==> src/rtl/pdp_fetch_decode.sv <==
// pdp_fetch_decode: byte-wide instruction fetch and decode front end for a
// PDP-11 style core.
//
// Fetches 16-bit little-endian instruction words one byte at a time, decodes
// the mnemonic, fetches up to two extension words, and presents one decoded
// bundle to the execute stage with a valid/ready handshake.
//
// Ports:
//   clk, rst           clock; asynchronous active-high reset
//   pc_load            redirect request from execute (branch/jump/RTS)
//   pc_load_val        redirect target (bit 0 is ignored)
//   mem_req/mem_addr   byte read request and byte address
//   mem_type           access type, always INSTRUCTION_FETCH (2)
//   mem_ack/mem_rdata  request accepted; read byte valid in the same cycle
//   dec_valid          decoded bundle valid (held until dec_ready)
//   dec_ready          execute stage accepts the bundle
//   dec_mnem           decoded mnemonic (NOP for illegal encodings)
//   dec_ir, dec_pc     instruction word and its address
//   dec_next_pc        address following the last extension word
//   dec_ext0/1         first/second extension word, 0 when absent
//   dec_illegal        unrecognised encoding

package pdp_pkg;

  typedef enum logic [6:0] {
    OP_HALT = 7'd0,
    OP_NOP,
    OP_MOV,  OP_MOVB, OP_CMP,  OP_CMPB, OP_BIT,  OP_BITB,
    OP_BIC,  OP_BICB, OP_BIS,  OP_BISB, OP_ADD,  OP_SUB,
    OP_BR,   OP_BNE,  OP_BEQ,  OP_BGE,  OP_BLT,  OP_BGT,  OP_BLE,
    OP_BPL,  OP_BMI,  OP_BHI,  OP_BLOS, OP_BVC,  OP_BVS,  OP_BCC,  OP_BCS,
    OP_JSR,  OP_RTS,  OP_JMP,  OP_SWAB,
    OP_CLR,  OP_CLRB, OP_COM,  OP_COMB, OP_INC,  OP_INCB, OP_DEC,  OP_DECB,
    OP_NEG,  OP_NEGB, OP_ADC,  OP_ADCB, OP_SBC,  OP_SBCB, OP_TST,  OP_TSTB,
    OP_ROR,  OP_RORB, OP_ROL,  OP_ROLB, OP_ASR,  OP_ASRB, OP_ASL,  OP_ASLB,
    OP_CLC,  OP_CLV,  OP_CLZ,  OP_CLN,  OP_SEC,  OP_SEV,  OP_SEZ,  OP_SEN
  } opcode_mnemonic;

  typedef struct packed {
    opcode_mnemonic mnem;
    logic           illegal;
    logic [1:0]     n_ext;
  } decode_t;

endpackage

module pdp_fetch_decode
  import pdp_pkg::*;
#(
  parameter logic [15:0] RESET_PC = 16'o001000
) (
  input  logic           clk,
  input  logic           rst,
  input  logic           pc_load,
  input  logic [15:0]    pc_load_val,
  output logic           mem_req,
  output logic [15:0]    mem_addr,
  output logic [1:0]     mem_type,
  input  logic           mem_ack,
  input  logic [7:0]     mem_rdata,
  output logic           dec_valid,
  input  logic           dec_ready,
  output opcode_mnemonic dec_mnem,
  output logic [15:0]    dec_ir,
  output logic [15:0]    dec_pc,
  output logic [15:0]    dec_next_pc,
  output logic [15:0]    dec_ext0,
  output logic [15:0]    dec_ext1,
  output logic           dec_illegal
);

  localparam logic [2:0] FETCH_LO = 3'd0;
  localparam logic [2:0] FETCH_HI = 3'd1;
  localparam logic [2:0] EXT_LO   = 3'd2;
  localparam logic [2:0] EXT_HI   = 3'd3;
  localparam logic [2:0] HOLD     = 3'd4;

  // An operand needs an extension word for index/index-deferred modes on any
  // register, and for immediate/absolute (PC autoincrement) addressing.
  function automatic logic ext_need(input logic [2:0] mode, input logic [2:0] rn);
    return (mode == 3'd6) || (mode == 3'd7) ||
           (((mode == 3'd2) || (mode == 3'd3)) && (rn == 3'd7));
  endfunction

  function automatic decode_t decode(input logic [15:0] ir);
    decode_t    d;
    logic       bw;
    logic [1:0] dst_n;
    bw        = ir[15];
    dst_n     = {1'b0, ext_need(ir[5:3], ir[2:0])};
    d.mnem    = OP_NOP;
    d.illegal = 1'b1;
    d.n_ext   = 2'd0;
    if ((ir[14:12] != 3'd0) && (ir[14:12] != 3'd7)) begin
      // double-operand group; source counted ahead of destination
      d.illegal = 1'b0;
      d.n_ext   = {1'b0, ext_need(ir[11:9], ir[8:6])} + dst_n;
      case (ir[14:12])
        3'd1:    d.mnem = bw ? OP_MOVB : OP_MOV;
        3'd2:    d.mnem = bw ? OP_CMPB : OP_CMP;
        3'd3:    d.mnem = bw ? OP_BITB : OP_BIT;
        3'd4:    d.mnem = bw ? OP_BICB : OP_BIC;
        3'd5:    d.mnem = bw ? OP_BISB : OP_BIS;
        3'd6:    d.mnem = bw ? OP_SUB  : OP_ADD;
        default: d.mnem = OP_NOP;
      endcase
    end else if (ir[14:12] == 3'd7) begin
      d.illegal = 1'b1;
    end else if ((ir[11] == 1'b0) && (bw || (ir[10:8] != 3'd0))) begin
      // branches: 0004xx..0037xx and 1000xx..1037xx
      d.illegal = 1'b0;
      case ({bw, ir[10:8]})
        4'b0001: d.mnem = OP_BR;
        4'b0010: d.mnem = OP_BNE;
        4'b0011: d.mnem = OP_BEQ;
        4'b0100: d.mnem = OP_BGE;
        4'b0101: d.mnem = OP_BLT;
        4'b0110: d.mnem = OP_BGT;
        4'b0111: d.mnem = OP_BLE;
        4'b1000: d.mnem = OP_BPL;
        4'b1001: d.mnem = OP_BMI;
        4'b1010: d.mnem = OP_BHI;
        4'b1011: d.mnem = OP_BLOS;
        4'b1100: d.mnem = OP_BVC;
        4'b1101: d.mnem = OP_BVS;
        4'b1110: d.mnem = OP_BCC;
        4'b1111: d.mnem = OP_BCS;
        default: d.mnem = OP_NOP;
      endcase
    end else if (!bw && (ir[11:8] == 4'd0)) begin
      // 0000xx..0003xx: HALT, JMP, RTS / condition codes, SWAB
      case (ir[7:6])
        2'd0: begin
          if (ir[5:0] == 6'o00) begin
            d.mnem    = OP_HALT;
            d.illegal = 1'b0;
          end else begin
            d.illegal = 1'b1;
          end
        end
        2'd1: begin
          // JMP to a register is meaningless
          if (ir[5:3] != 3'd0) begin
            d.mnem    = OP_JMP;
            d.illegal = 1'b0;
            d.n_ext   = dst_n;
          end else begin
            d.illegal = 1'b1;
          end
        end
        2'd2: begin
          d.illegal = 1'b0;
          if (ir[5:3] == 3'd0) begin
            d.mnem = OP_RTS;
          end else begin
            // only single-flag clear/set codes are accepted
            case (ir[5:0])
              6'o40:   d.mnem = OP_NOP;
              6'o41:   d.mnem = OP_CLC;
              6'o42:   d.mnem = OP_CLV;
              6'o44:   d.mnem = OP_CLZ;
              6'o50:   d.mnem = OP_CLN;
              6'o61:   d.mnem = OP_SEC;
              6'o62:   d.mnem = OP_SEV;
              6'o64:   d.mnem = OP_SEZ;
              6'o70:   d.mnem = OP_SEN;
              default: begin
                d.mnem    = OP_NOP;
                d.illegal = 1'b1;
              end
            endcase
          end
        end
        default: begin
          d.mnem    = OP_SWAB;
          d.illegal = 1'b0;
          d.n_ext   = dst_n;
        end
      endcase
    end else if (!bw && (ir[11:9] == 3'b100)) begin
      // JSR R,DD; register destination is illegal
      if (ir[5:3] != 3'd0) begin
        d.mnem    = OP_JSR;
        d.illegal = 1'b0;
        d.n_ext   = dst_n;
      end else begin
        d.illegal = 1'b1;
      end
    end else if ((ir[11:6] >= 6'o50) && (ir[11:6] <= 6'o63)) begin
      // single-operand group, bit 15 selects the byte form
      d.illegal = 1'b0;
      d.n_ext   = dst_n;
      case (ir[11:6])
        6'o50:   d.mnem = bw ? OP_CLRB : OP_CLR;
        6'o51:   d.mnem = bw ? OP_COMB : OP_COM;
        6'o52:   d.mnem = bw ? OP_INCB : OP_INC;
        6'o53:   d.mnem = bw ? OP_DECB : OP_DEC;
        6'o54:   d.mnem = bw ? OP_NEGB : OP_NEG;
        6'o55:   d.mnem = bw ? OP_ADCB : OP_ADC;
        6'o56:   d.mnem = bw ? OP_SBCB : OP_SBC;
        6'o57:   d.mnem = bw ? OP_TSTB : OP_TST;
        6'o60:   d.mnem = bw ? OP_RORB : OP_ROR;
        6'o61:   d.mnem = bw ? OP_ROLB : OP_ROL;
        6'o62:   d.mnem = bw ? OP_ASRB : OP_ASR;
        6'o63:   d.mnem = bw ? OP_ASLB : OP_ASL;
        default: d.mnem = OP_NOP;
      endcase
    end else begin
      d.illegal = 1'b1;
    end
    return d;
  endfunction

  logic [2:0]     state_r;
  logic [15:0]    addr_r;
  logic [7:0]     lo_r;
  logic [15:0]    ipc_r;
  logic [1:0]     ext_left_r;
  logic           ext_idx_r;
  logic           mem_req_r;
  logic           valid_r;
  opcode_mnemonic mnem_r;
  logic [15:0]    ir_r;
  logic [15:0]    pc_r;
  logic [15:0]    next_pc_r;
  logic [15:0]    ext0_r;
  logic [15:0]    ext1_r;
  logic           illegal_r;

  logic           fetching_s;
  logic           ack_s;
  logic [15:0]    word_s;
  decode_t        dec_s;

  // acks only count while a request is actually outstanding
  assign fetching_s = (state_r == FETCH_LO) || (state_r == FETCH_HI) ||
                      (state_r == EXT_LO)   || (state_r == EXT_HI);
  assign ack_s      = mem_ack && mem_req_r && fetching_s;
  assign word_s     = {mem_rdata, lo_r};
  assign dec_s      = decode(word_s);

  // Fetch/decode state machine; a redirect overrides every state
  always_ff @(posedge clk or posedge rst) begin
    if (rst) begin
      state_r    <= FETCH_LO;
      addr_r     <= RESET_PC;
      lo_r       <= 8'd0;
      ipc_r      <= 16'd0;
      ext_left_r <= 2'd0;
      ext_idx_r  <= 1'b0;
      mem_req_r  <= 1'b0;
      valid_r    <= 1'b0;
      mnem_r     <= OP_HALT;
      ir_r       <= 16'd0;
      pc_r       <= 16'd0;
      next_pc_r  <= 16'd0;
      ext0_r     <= 16'd0;
      ext1_r     <= 16'd0;
      illegal_r  <= 1'b0;
    end else if (pc_load) begin
      // request drops for one cycle so the in-flight byte is discarded
      state_r   <= FETCH_LO;
      addr_r    <= {pc_load_val[15:1], 1'b0};
      mem_req_r <= 1'b0;
      valid_r   <= 1'b0;
    end else begin
      case (state_r)
        FETCH_LO: begin
          mem_req_r <= 1'b1;
          if (ack_s) begin
            lo_r    <= mem_rdata;
            ipc_r   <= addr_r;
            addr_r  <= addr_r + 16'd1;
            state_r <= FETCH_HI;
          end else begin
            state_r <= FETCH_LO;
          end
        end
        FETCH_HI: begin
          if (ack_s) begin
            ir_r       <= word_s;
            mnem_r     <= dec_s.mnem;
            illegal_r  <= dec_s.illegal;
            pc_r       <= ipc_r;
            next_pc_r  <= addr_r + 16'd1;
            ext0_r     <= 16'd0;
            ext1_r     <= 16'd0;
            ext_idx_r  <= 1'b0;
            ext_left_r <= dec_s.n_ext;
            addr_r     <= addr_r + 16'd1;
            if (dec_s.n_ext == 2'd0) begin
              state_r   <= HOLD;
              mem_req_r <= 1'b0;
              valid_r   <= 1'b1;
            end else begin
              state_r <= EXT_LO;
            end
          end else begin
            state_r <= FETCH_HI;
          end
        end
        EXT_LO: begin
          if (ack_s) begin
            lo_r    <= mem_rdata;
            addr_r  <= addr_r + 16'd1;
            state_r <= EXT_HI;
          end else begin
            state_r <= EXT_LO;
          end
        end
        EXT_HI: begin
          if (ack_s) begin
            if (ext_idx_r == 1'b0) begin
              ext0_r <= word_s;
            end else begin
              ext1_r <= word_s;
            end
            ext_idx_r  <= 1'b1;
            ext_left_r <= ext_left_r - 2'd1;
            next_pc_r  <= addr_r + 16'd1;
            addr_r     <= addr_r + 16'd1;
            if (ext_left_r == 2'd1) begin
              state_r   <= HOLD;
              mem_req_r <= 1'b0;
              valid_r   <= 1'b1;
            end else begin
              state_r <= EXT_LO;
            end
          end else begin
            state_r <= EXT_HI;
          end
        end
        HOLD: begin
          // addr_r already equals next_pc, so fetch resumes there
          if (dec_ready) begin
            valid_r   <= 1'b0;
            mem_req_r <= 1'b1;
            state_r   <= FETCH_LO;
          end else begin
            state_r <= HOLD;
          end
        end
        default: begin
          // unreachable encodings recover to an idle fetch
          state_r   <= FETCH_LO;
          mem_req_r <= 1'b0;
          valid_r   <= 1'b0;
        end
      endcase
    end
  end

  assign mem_req     = mem_req_r;
  assign mem_addr    = addr_r;
  assign mem_type    = 2'd2;
  assign dec_valid   = valid_r;
  assign dec_mnem    = mnem_r;
  assign dec_ir      = ir_r;
  assign dec_pc      = pc_r;
  assign dec_next_pc = next_pc_r;
  assign dec_ext0    = ext0_r;
  assign dec_ext1    = ext1_r;
  assign dec_illegal = illegal_r;

endmodule

==> config.mk <==
export PLATFORM = sky130hd
export DESIGN_NAME = pdp_fetch_decode
export DESIGN_NICKNAME = d
export VERILOG_FILES = /design/src/rtl/pdp_fetch_decode.sv
export SDC_FILE = /design/constraint.sdc
export NUM_CORES = 1
export LEC_CHECK = 0
export ABC_AREA = 1
export ABC_CLOCK_PERIOD_IN_PS = 3900
export CAP_MARGIN = 30
export CORE_ASPECT_RATIO = 0.5
export CORE_MARGIN = 10
export CORE_UTILIZATION = 47
export CTS_CLUSTER_SIZE = 24
export DETAILED_ROUTE_END_ITERATION = 12
export PLACE_DENSITY_LB_ADDON = 0.25
export SYNTH_ARGS = -nofsm -noshare
export SYNTH_HDL_FRONTEND = slang
export SYNTH_SLANG_ARGS = --single-unit
==> constraint.sdc <==
create_clock -name clk -period 3.9 [get_ports clk]
set_input_delay 0.39 -clock clk [delete_from_list [all_inputs] [get_ports clk]]
set_output_delay 0.39 -clock clk [all_outputs]
set_load 0.1 [all_outputs]
# After elaboration in Yosys (flattened, before gate mapping)
# Memory sizes are Yosys's and may differ from the RTL's.
# Index checks and enable logic that the tools add are counted.
[word_totals] regBits=136 mem_bits_ro=80 inputBits=29 out_inout_bits=108 memories=1
[mem_list] memory="(name not given)" depth=16 word_bits=5 read_ports=1 rd_clocked_by_memory_dff=0 wr=0 line_no="112" source="case ({bw, ir[10:8]})"
[op_classes] addsub=3 order_cmp=2 n_eq_ne=58 muxes=82 bitwise=2 n_reduce_logical=47
[ops] cell="2-to-1 mux 16 bit" n=8
[ops] cell="equality test 6 bit (second input constant)" n=21
[ops] cell="one-hot mux 6 bit (12 select lines)" n=1
[ops] cell="one-hot mux 16 bit (2 select lines)" n=2
[ops] cell="one-hot mux 7 bit (8 select lines)" n=1
[ops] cell="equality test 3 bit (second input constant)" n=12
[ops] cell="2-to-1 mux 1 bit" n=31
[ops] cell="2-to-1 mux 10 bit" n=3
[ops] cell="2-to-1 mux 3 bit" n=9
[ops] cell="equality test 3 x 2 -> 1 bit (second input constant)" n=8
[ops] cell="one-hot mux 4 bit (6 select lines)" n=1
[ops] cell="one-hot mux 8 bit (3 select lines)" n=1
[ops] cell="2-to-1 mux 2 bit" n=10
[ops] cell="adder 16 x 1 -> 16 bit (second input constant)" n=1
[ops] cell="2-to-1 mux 5 bit" n=3
[ops] cell="one-hot mux 3 bit (5 select lines)" n=1
[ops] cell="2-to-1 mux 7 bit" n=2
[ops] cell="!= test 3 bit (second input constant)" n=4
[ops] cell="AND reduction 3 bit" n=4
[ops] cell="AND reduction 6 bit" n=2
[ops] cell="logical OR 1 bit" n=10
[ops] cell="!= test 2 bit (second input constant)" n=5
[ops] cell="AND reduction 5 bit" n=2
[ops] cell="logical AND 1 bit" n=9
[ops] cell="29 further kinds" n=43

# Logic depth before layout (Yosys ltp)
# Gate-level depths: netlist (run 1).
[logic_depth] ltp_word=15 ltp_mapped=13 depth_no_buf=13

# Worst setup path before layout (run 1)
# OpenSTA, ideal clock, no wires.
[synth_path] path_kind="reg2reg" startpoint="reg addr_r[0], in the netlist mem_addr[0]" endpoint="reg addr_r[10], in the netlist mem_addr[10]" setup_ns=0.080 t_arrival_ns=2.384 required_time_ns=3.820 path_slack_ns=1.437 stages_incl_launch_ff=9 period_less_slack_ns=2.463 cell_sequence="dfrtp_1 -> ha_1 -> nand3_1 -> nor3_1 -> nand2_1 -> nor2_1 -> nand3_1 -> xor2_1 -> o21bai_1"
[synth_between] elab_chain_len=4
[synth_rtl] item="from (decl)" line_no="215" source="logic [15:0] addr_r;"
[synth_rtl] item="from (signal assigned)" line_no="263" source="addr_r <= {pc_load_val[15:1], 1'b0};"
[synth_rtl] item="from (signal assigned)" line_no="273" source="addr_r <= addr_r + 16'd1;"
[synth_rtl] item="from (signal assigned)" line_no="290" source="addr_r <= addr_r + 16'd1;"
[synth_rtl] item="adder 16 x 1 -> 16 bit"
[synth_rtl] item="2-to-1 mux 16 bit (2 in series)"
[synth_rtl] item="2-to-1 mux 16 bit" line_no="260" source="end else if (pc_load) begin"
# Every way passes these cells. The select of a mux whose other input is x is not followed.
# A chain may end at the register's enable or synchronous reset.

# Worst setup path after layout (run 1)
[layout_path] startpoint="reg addr_r[9], in the netlist mem_addr[9]" endpoint="out mem_addr[9]"
[layout_rtl] item="to (decl)" line_no="57" source="output logic [15:0] mem_addr,"
# No word-level cell between the ends.

==> metrics.md, run 1 <==
| Metric | Value |
|---|---|
| First-pass GRT wire length | 29.89 mm |
| Worst path bufs/invs | 1 |
| Largest stage delay on the critical path | 1160 ps |
| Ports | 137 |
| Drt total wl | 18.40 mm |
| Post-Syn Nets | 800 |
| Initial DRT Pass Iterations | 5 |
| Post-synth EDFFs | 0 |
| Post-synth cell types | 42 |
| Largest net degree at the start of global routing | 56 |
| Reg clk slew, reported paths | 70 ps |
| Vias in the first global route | 5,729 |
| Ys flop type | dfrtp_1 |
| Worst slew pin tran | 1043 ps |
| Final worst path period share | 0.6622 |
| FP Rows | 30 |
| Worst hold margin | 213.5 ps |
| Post-DP HPWL | 13.38 mm |
| GR Util All Layers | 0.1867 |
| Worst-Skew Late Latency | 420 ps |
| Placed cell count | 1,067 |
| R2r worst-path depth | 12 |
| Via Count | 5,610 |
| Setup TNS | 0 ps |
| CTS tree | built |
| R2r startpoint | state_r[2]$_DFF_PP0_ |
| Detailed router's first-iteration violation count | 393 |
| Crit path cell chain | clkdlybuf4s50_1 |
| H-tree Lvls | 4 |
| Crit start category | flop |
| Critical-path top delay cell | clkdlybuf4s50_1 |
| Number of inserted diodes | 0 |
| Post-route minimum period | 2583 ps |
| Layout cell share with drive strength beyond 1 | 0.1100 |
| Final setup violation count | 0 |
| Post-synthesis sequential area ratio | 0.5139 |
| FF+latch count, synth | 136 |
| Post-DRT Antenna Nets | 0 |
| Pwr dens | 704.6 nW/µm² |
| Max-cap violations | 0 |
| Total core area | 13,660 µm² |
| Overflow after GRT | 0 |
| Clk_skew | 13.54 ps |
| Final Max Slew Viols | 0 |
| Initial antenna violation count | 0 |
| Synthesis-to-layout area growth | 32.33% |
| Final cell count without fillers | 1,101 |
| Asr flop ratio synth | 1.000 |
| Hold Fails Final Rpt | 0 |
| Placer Congestion | 0.8942 |
| Post-cts repair resize count | 0 |
| Largest delay share family, worst path | buffers and inverters |
| Die W | 187.9 µm |
| Die Footprint | 19,530 µm² |
| Final nets | 933 |
| HP Class | input pin to asynchronous set/reset pin |
| CTS Hold Bufs | 0 |
| Vias per cell | 5.095 |
| Post-route cell area | 8767 µm² |
| CTS Buf Count | 17 |
| Leak | 4.173 nW |
| Worst R2R Setup Slack | 1480 ps |
| Sink Count | 136 |
| WL per Instance | 16.71 µm |
| Area after DPL | 8135 µm² |
| Crit end category | primary output |
| Root Buffer | clkbuf_16 |
| Cell Area, Synth | 6625 µm² |
| RSZ-0062 raised after global routing | false |
| Setup bufs post-CTS | 0 |
| Crit path kind | flop to primary output |
| Outcome | completed |
| Drt drc | 0 |
| Maximum vdd drop | 582.7 µV |
| Initial Utilization | 0.4849 |
| Synthesis warning total | 0 |
| Deepest clock path buffer count | 2 |
| Die height | 104.0 µm |
| Power, Total | 6.177 mW |
| Max_slew headroom | 0.3024 |
| Crit path DAT | 2190 ps |
| Average size of a mapped cell | 8.683 µm² |
| Fill cells | 1,180 |
| Fmax | 0.3872 GHz |
| Post-Synthesis Cells | 763 |
| Port Buf Inserts | 133 |
| Max Fanout on Critical Path | 7 |
| Reg2reg end | dec_mnem[6]$_DFFE_PP0P_ |
| Worst EP required | 3510 ps |
## per-stage QoR
| step | worst slack, ps | util |
|---|---|---|
| after floorplan | 1437 | - |
| after global placement | 1187 | 0.5934 |
| after detailed placement | 1107 | 0.5954 |
| after CTS | 1297 | 0.6382 |
| after global routing | 1188 | 0.6417 |
| final | 1317 | 0.6417 |
## cell usage after synthesis, drive strengths merged, types with 2 or more instances
library cell / number / area share
o31ai: 2 / 0.0023
clkbuf: 8 / 0.0045
a31oi: 2 / 0.0019
a21oi: 20 / 0.015
nand3: 39 / 0.029
nand2: 252 / 0.14
nand4: 5 / 0.0047
conb: 2 / 0.0011
nor2: 68 / 0.049
inv: 58 / 0.033
ha: 8 / 0.015
buf: 19 / 0.019
nor4: 3 / 0.0028
dfrtp: 135 / 0.51
xor2: 14 / 0.019
o21bai: 2 / 0.0023
o211ai: 6 / 0.0068
mux2: 32 / 0.060
clkinv: 3 / 0.0017
o21ai: 60 / 0.050
nor3: 14 / 0.012
o221ai: 5 / 0.0066
o22ai: 2 / 0.0019
## metal layers
metal	vias to the layer above	share of wire	track usage
met2	177	0.46	0.3045
li1	2742	-	-
met3	28	0.086	0.06961
met4	0	0.015	0.05675
met1	2663	0.44	0.2249
met5	-	0	0
## cell usage in the layout (no fill, tap or decap), types with 3 or more instances in the layout
| master | n |
|---|---|
| nor2_2 | 3 |
| nor2_4 | 4 |
| nor3_1 | 13 |
| o21ai_1 | 10 |
| nand4_1 | 5 |
| nand2_2 | 3 |
| dfrtp_1 | 135 |
| a21oi_1 | 20 |
| nor2_1 | 59 |
| nor4_1 | 3 |
| xor2_1 | 14 |
| clkinvlp_4 | 3 |
| mux2_4 | 10 |
| inv_6 | 6 |
| o21ai_2 | 6 |
| o221ai_1 | 5 |
| clkinv_1 | 3 |
| o21ai_0 | 43 |
| o211ai_1 | 6 |
| clkdlybuf4s50_1 | 133 |
| buf_12 | 3 |
| mux2_2 | 20 |
| nand3_1 | 39 |
| clkbuf_16 | 17 |
| buf_4 | 3 |
| nand2_1 | 249 |
| ha_1 | 8 |
| inv_1 | 49 |
| inv_2 | 7 |
## registers in the layout (all words and copies together) (netlist names), 2 cells and up
name	cells
state_r	3
ipc_r	16
dec_ext0	16
dec_next_pc	16
ext_left_r	2
dec_pc	16
lo_r	8
dec_ext1	16
mem_addr	16
dec_mnem	7
dec_ir	16
## report_power, final
group,total [mW],switching [mW],leakage (nW),internal [mW]
Combinational,2.66,2.06,2.10,0.596
Sequential,1.91,0.205,1.79,1.71
Clock,1.61,0.704,0.282,0.905
## cell families (layout without fill, tap and decap cells)
kind of cell,count (synthesis),after routing,synth area share
AND/OR/NAND/NOR,383,383,0.2444
other,2,2,0.001134
XOR/XNOR,14,14,0.01851
AO/OA/AOI/OAI,100,100,0.08857
flip-flops,136,136,0.5139
multiplexers,32,32,0.06006
buffers and inverters,88,234,0.05836
adder cells (fa/ha/maj),8,8,0.01511
## how the worst max path moves through the flow
stage | from | endpoint | slack [ps] | cells past startpoint
6_report | mem_addr[9]$_DFFE_PP1P_ | mem_addr[9] | 1320 | 1
5_1_grt | state_r[2]$_DFF_PP0_ | dec_mnem[6]$_DFFE_PP0P_ | 1190 | 12
4_1_cts | mem_addr[9]$_DFFE_PP1P_ | mem_addr[9] | 1300 | 1
3_5_place_dp | mem_ack | dec_mnem[6]$_DFFE_PP0P_ | 1110 | 12
3_3_place_gp | mem_ack | dec_mnem[6]$_DFFE_PP0P_ | 1190 | 12
2_1_floorplan | mem_addr[0]$_DFFE_PP0P_ | mem_addr[10]$_DFFE_PP0P_ | 1440 | 8
## area by class of cell
cell class,instances,area [µm²],area share
Clock buffer,17,425.4,0.04852
Clock inverter,15,158.9,0.01812
Tap cell,192,240.2,0.02740
Sequential cell,136,3405,0.3883
Timing Repair Buffer,141,1469,0.1675
Multi-Input combinational cell,539,2834,0.3232
Inverter,61,235.2,0.02683
Power figures use the tool's default switching activity.
==> inputs of run 2 (changes only) <==
--- a/config.mk
+++ b/config.mk
@@ -6,11 +6,11 @@
 export NUM_CORES = 1
 export LEC_CHECK = 0
 export ABC_AREA = 1
-export ABC_CLOCK_PERIOD_IN_PS = 3900
+export ABC_CLOCK_PERIOD_IN_PS = 2550
 export CAP_MARGIN = 30
 export CORE_ASPECT_RATIO = 0.5
 export CORE_MARGIN = 10
-export CORE_UTILIZATION = 47
+export CORE_UTILIZATION = 52
 export CTS_CLUSTER_SIZE = 24
 export DETAILED_ROUTE_END_ITERATION = 12
 export PLACE_DENSITY_LB_ADDON = 0.25
==> constraint.sdc (replaced) <==
create_clock -name clk -period 2.55 [get_ports clk]
set_input_delay 0.255 -clock clk [delete_from_list [all_inputs] [get_ports clk]]
set_output_delay 0.255 -clock clk [all_outputs]
set_load 0.1 [all_outputs]
==> metrics.md, run 2 (synthesis gave the netlist of run 1 again) <==
| Metric | Value |
|---|---|
| Detailed router's first-iteration violation count | 522 |
| Total core area | 12,550 µm² |
| HP Class | input pin to asynchronous set/reset pin |
| Final nets | 941 |
| Crit path cell chain | inv_1 > nand2_2 > nor2_4 > inv_2 > nor2_4 > o21ai_4 > nor2_8 > mux2_2 |
| Die Footprint | 17,930 µm² |
| FP Rows | 29 |
| Commonest non-fill, non-tap cell in the layout | nand2_1 |
| RSZ-0062 raised after global routing | false |
| CP dominant cell by count | nor2_4 |
| Crit path kind | flop to flop |
| Overflow after GRT | 0 |
| Post-cts repair resize count | 0 |
| Maximum vdd drop | 842.2 µV |
| Post-DP HPWL | 13.46 mm |
| Initial Utilization | 0.5277 |
| Max Fanout on Critical Path | 16 |
| Crit end category | flop |
| Setup bufs post-CTS | 0 |
| CTS Hold Bufs | 0 |
| Worst slew pin tran | 799.8 ps |
| Number of inserted diodes | 0 |
| Reg clk slew, reported paths | 60 ps |
| Largest delay share family, worst path | simple AND/OR/NAND/NOR gates |
| Sink Count | 136 |
| Placed cell count | 1,055 |
| Initial DRT Pass Iterations | 5 |
| Final worst path period share | 0.7940 |
| Die height | 99.82 µm |
| Vias in the first global route | 5,826 |
| Worst EP required | 2850 ps |
| Ports | 137 |
| Hold Fails Final Rpt | 0 |
| Final Max Slew Viols | 0 |
| Max-cap violations | 0 |
| Worst path bufs/invs | 2 |
| First-pass GRT wire length | 30.08 mm |
| Synthesis-to-layout area growth | 27.89% |
| Placer Congestion | 0.9177 |
| Root Buffer | clkbuf_16 |
| Die W | 179.6 µm |
| Layout cell share with drive strength beyond 1 | 0.2334 |
| Via Count | 5,702 |
| Deepest clock path buffer count | 2 |
| Crit path DAT | 2320 ps |
| Clk network pwr share | 0.255 |
| Post-route cell area | 8473 µm² |
| Largest net degree at the start of global routing | 38 |
| Fill cells | 1,059 |
| Fmax | 0.4939 GHz |
| Largest stage delay on the critical path | 450 ps |
| Post-DRT Antenna Nets | 0 |
| Post-route minimum period | 2025 ps |
| Drt total wl | 18.22 mm |
| Worst hold margin | 322.3 ps |
| Commonest non-fill, non-tap cells in the layout | nand2_1, dfrtp_1, buf_4 |
| Drt drc | 0 |
| Critical-path top delay cell | dfrtp_1 |
| Crit start category | flop |
| WL per Instance | 16.76 µm |
| Final cell count without fillers | 1,087 |
| H-tree Lvls | 4 |
| CTS tree | built |
| Leak | 4.368 nW |
| Max_slew headroom | 0.4657 |
| CTS Buf Count | 17 |
| Worst-Skew Late Latency | 420 ps |
| Flop pwr share | 0.318 |
| Psw | 4.555 mW |
| Final setup violation count | 0 |
| Vias per cell | 5.246 |
| Sw Ratio | 0.4930 |
| GR Util All Layers | 0.2035 |
| Gate power share | 0.427 |
| Setup TNS | 0 ps |
| Pint | 4.684 mW |
| Pwr dens | 1090 nW/µm² |
| Outcome | completed |
| Port Buf Inserts | 133 |
| Initial antenna violation count | 0 |
| Clk_skew | 8.659 ps |
| Area after DPL | 7910 µm² |
[run 2: cell types whose count changed in the layout (fill, tap and decap cells not counted), sizes merged]
cell,change
inv,-1
buf,+114
clkinv,+1
bufinv,-1
clkdlybuf4s50,-106
clkinvlp,+1
[run 2: stage by stage]
| stage | power, mW | util | setup WS, ps |
|---|---|---|---|
| after floorplan | 6.003 | - | 86.66 |
| after global placement | 6.879 | 0.6301 | 236.1 |
| after detailed placement | 6.935 | 0.6301 | 206.5 |
| after CTS | 9.288 | 0.6749 | 527.8 |
| after global routing | 9.656 | 0.6749 | 358.9 |
| final | 9.239 | 0.6749 | 525.3 |
[run 2: cell type report]
| class | count | area [µm²] | share of cell area |
|---|---|---|---|
| Clock buffer | 17 | 425.4 | 0.05021 |
| Clock inverter | 15 | 137.6 | 0.01624 |
| Inverter | 61 | 235.2 | 0.02776 |
| Multi-Input combinational cell | 539 | 2834 | 0.3345 |
| Sequential cell | 136 | 3405 | 0.4018 |
| Tap cell | 170 | 212.7 | 0.02510 |
| Timing Repair Buffer | 149 | 1224 | 0.1444 |
[run 2: power groups by stage]
stage	Sequential (mW)	Combinational, mW	Clock [mW]
floorplan	5.15	0.852	0
global placement	2.96	3.92	0
detailed placement	2.97	3.96	0
CTS	2.94	3.98	2.37
global route	3.00	4.18	2.47
finish	2.94	3.94	2.35
[run 2: worst paths after layout]
kind | cells past startpoint | end | from | slack [ps]
min in group clk | 3 | mem_addr[1]$_DFFE_PP0P_ | pc_load_val[1] | 430
min reg2reg | 2 | dec_pc[6]$_DFFE_PP0P_ | dec_pc[6]$_DFFE_PP0P_ | 470
max in group asynchronous | 3 | dec_ir[4]$_DFFE_PP0P_ | rst | 1590
max reg2reg | 8 | dec_ext1[13]$_DFFE_PP0P_ | state_r[2]$_DFF_PP0_ | 530
max | 8 | dec_ext1[13]$_DFFE_PP0P_ | state_r[2]$_DFF_PP0_ | 530
min | 2 | mem_req$_DFFE_PP0P_ | rst | 320
[run 2: layer usage]
layer | routed length [µm] | global-route usage | up-vias
met5 | 0 | 0 | -
met4 | 237 | 0.06254 | 0
met3 | 1383 | 0.06320 | 21
met2 | 8672 | 0.3413 | 189
met1 | 7927 | 0.2492 | 2721
li1 | - | - | 2771
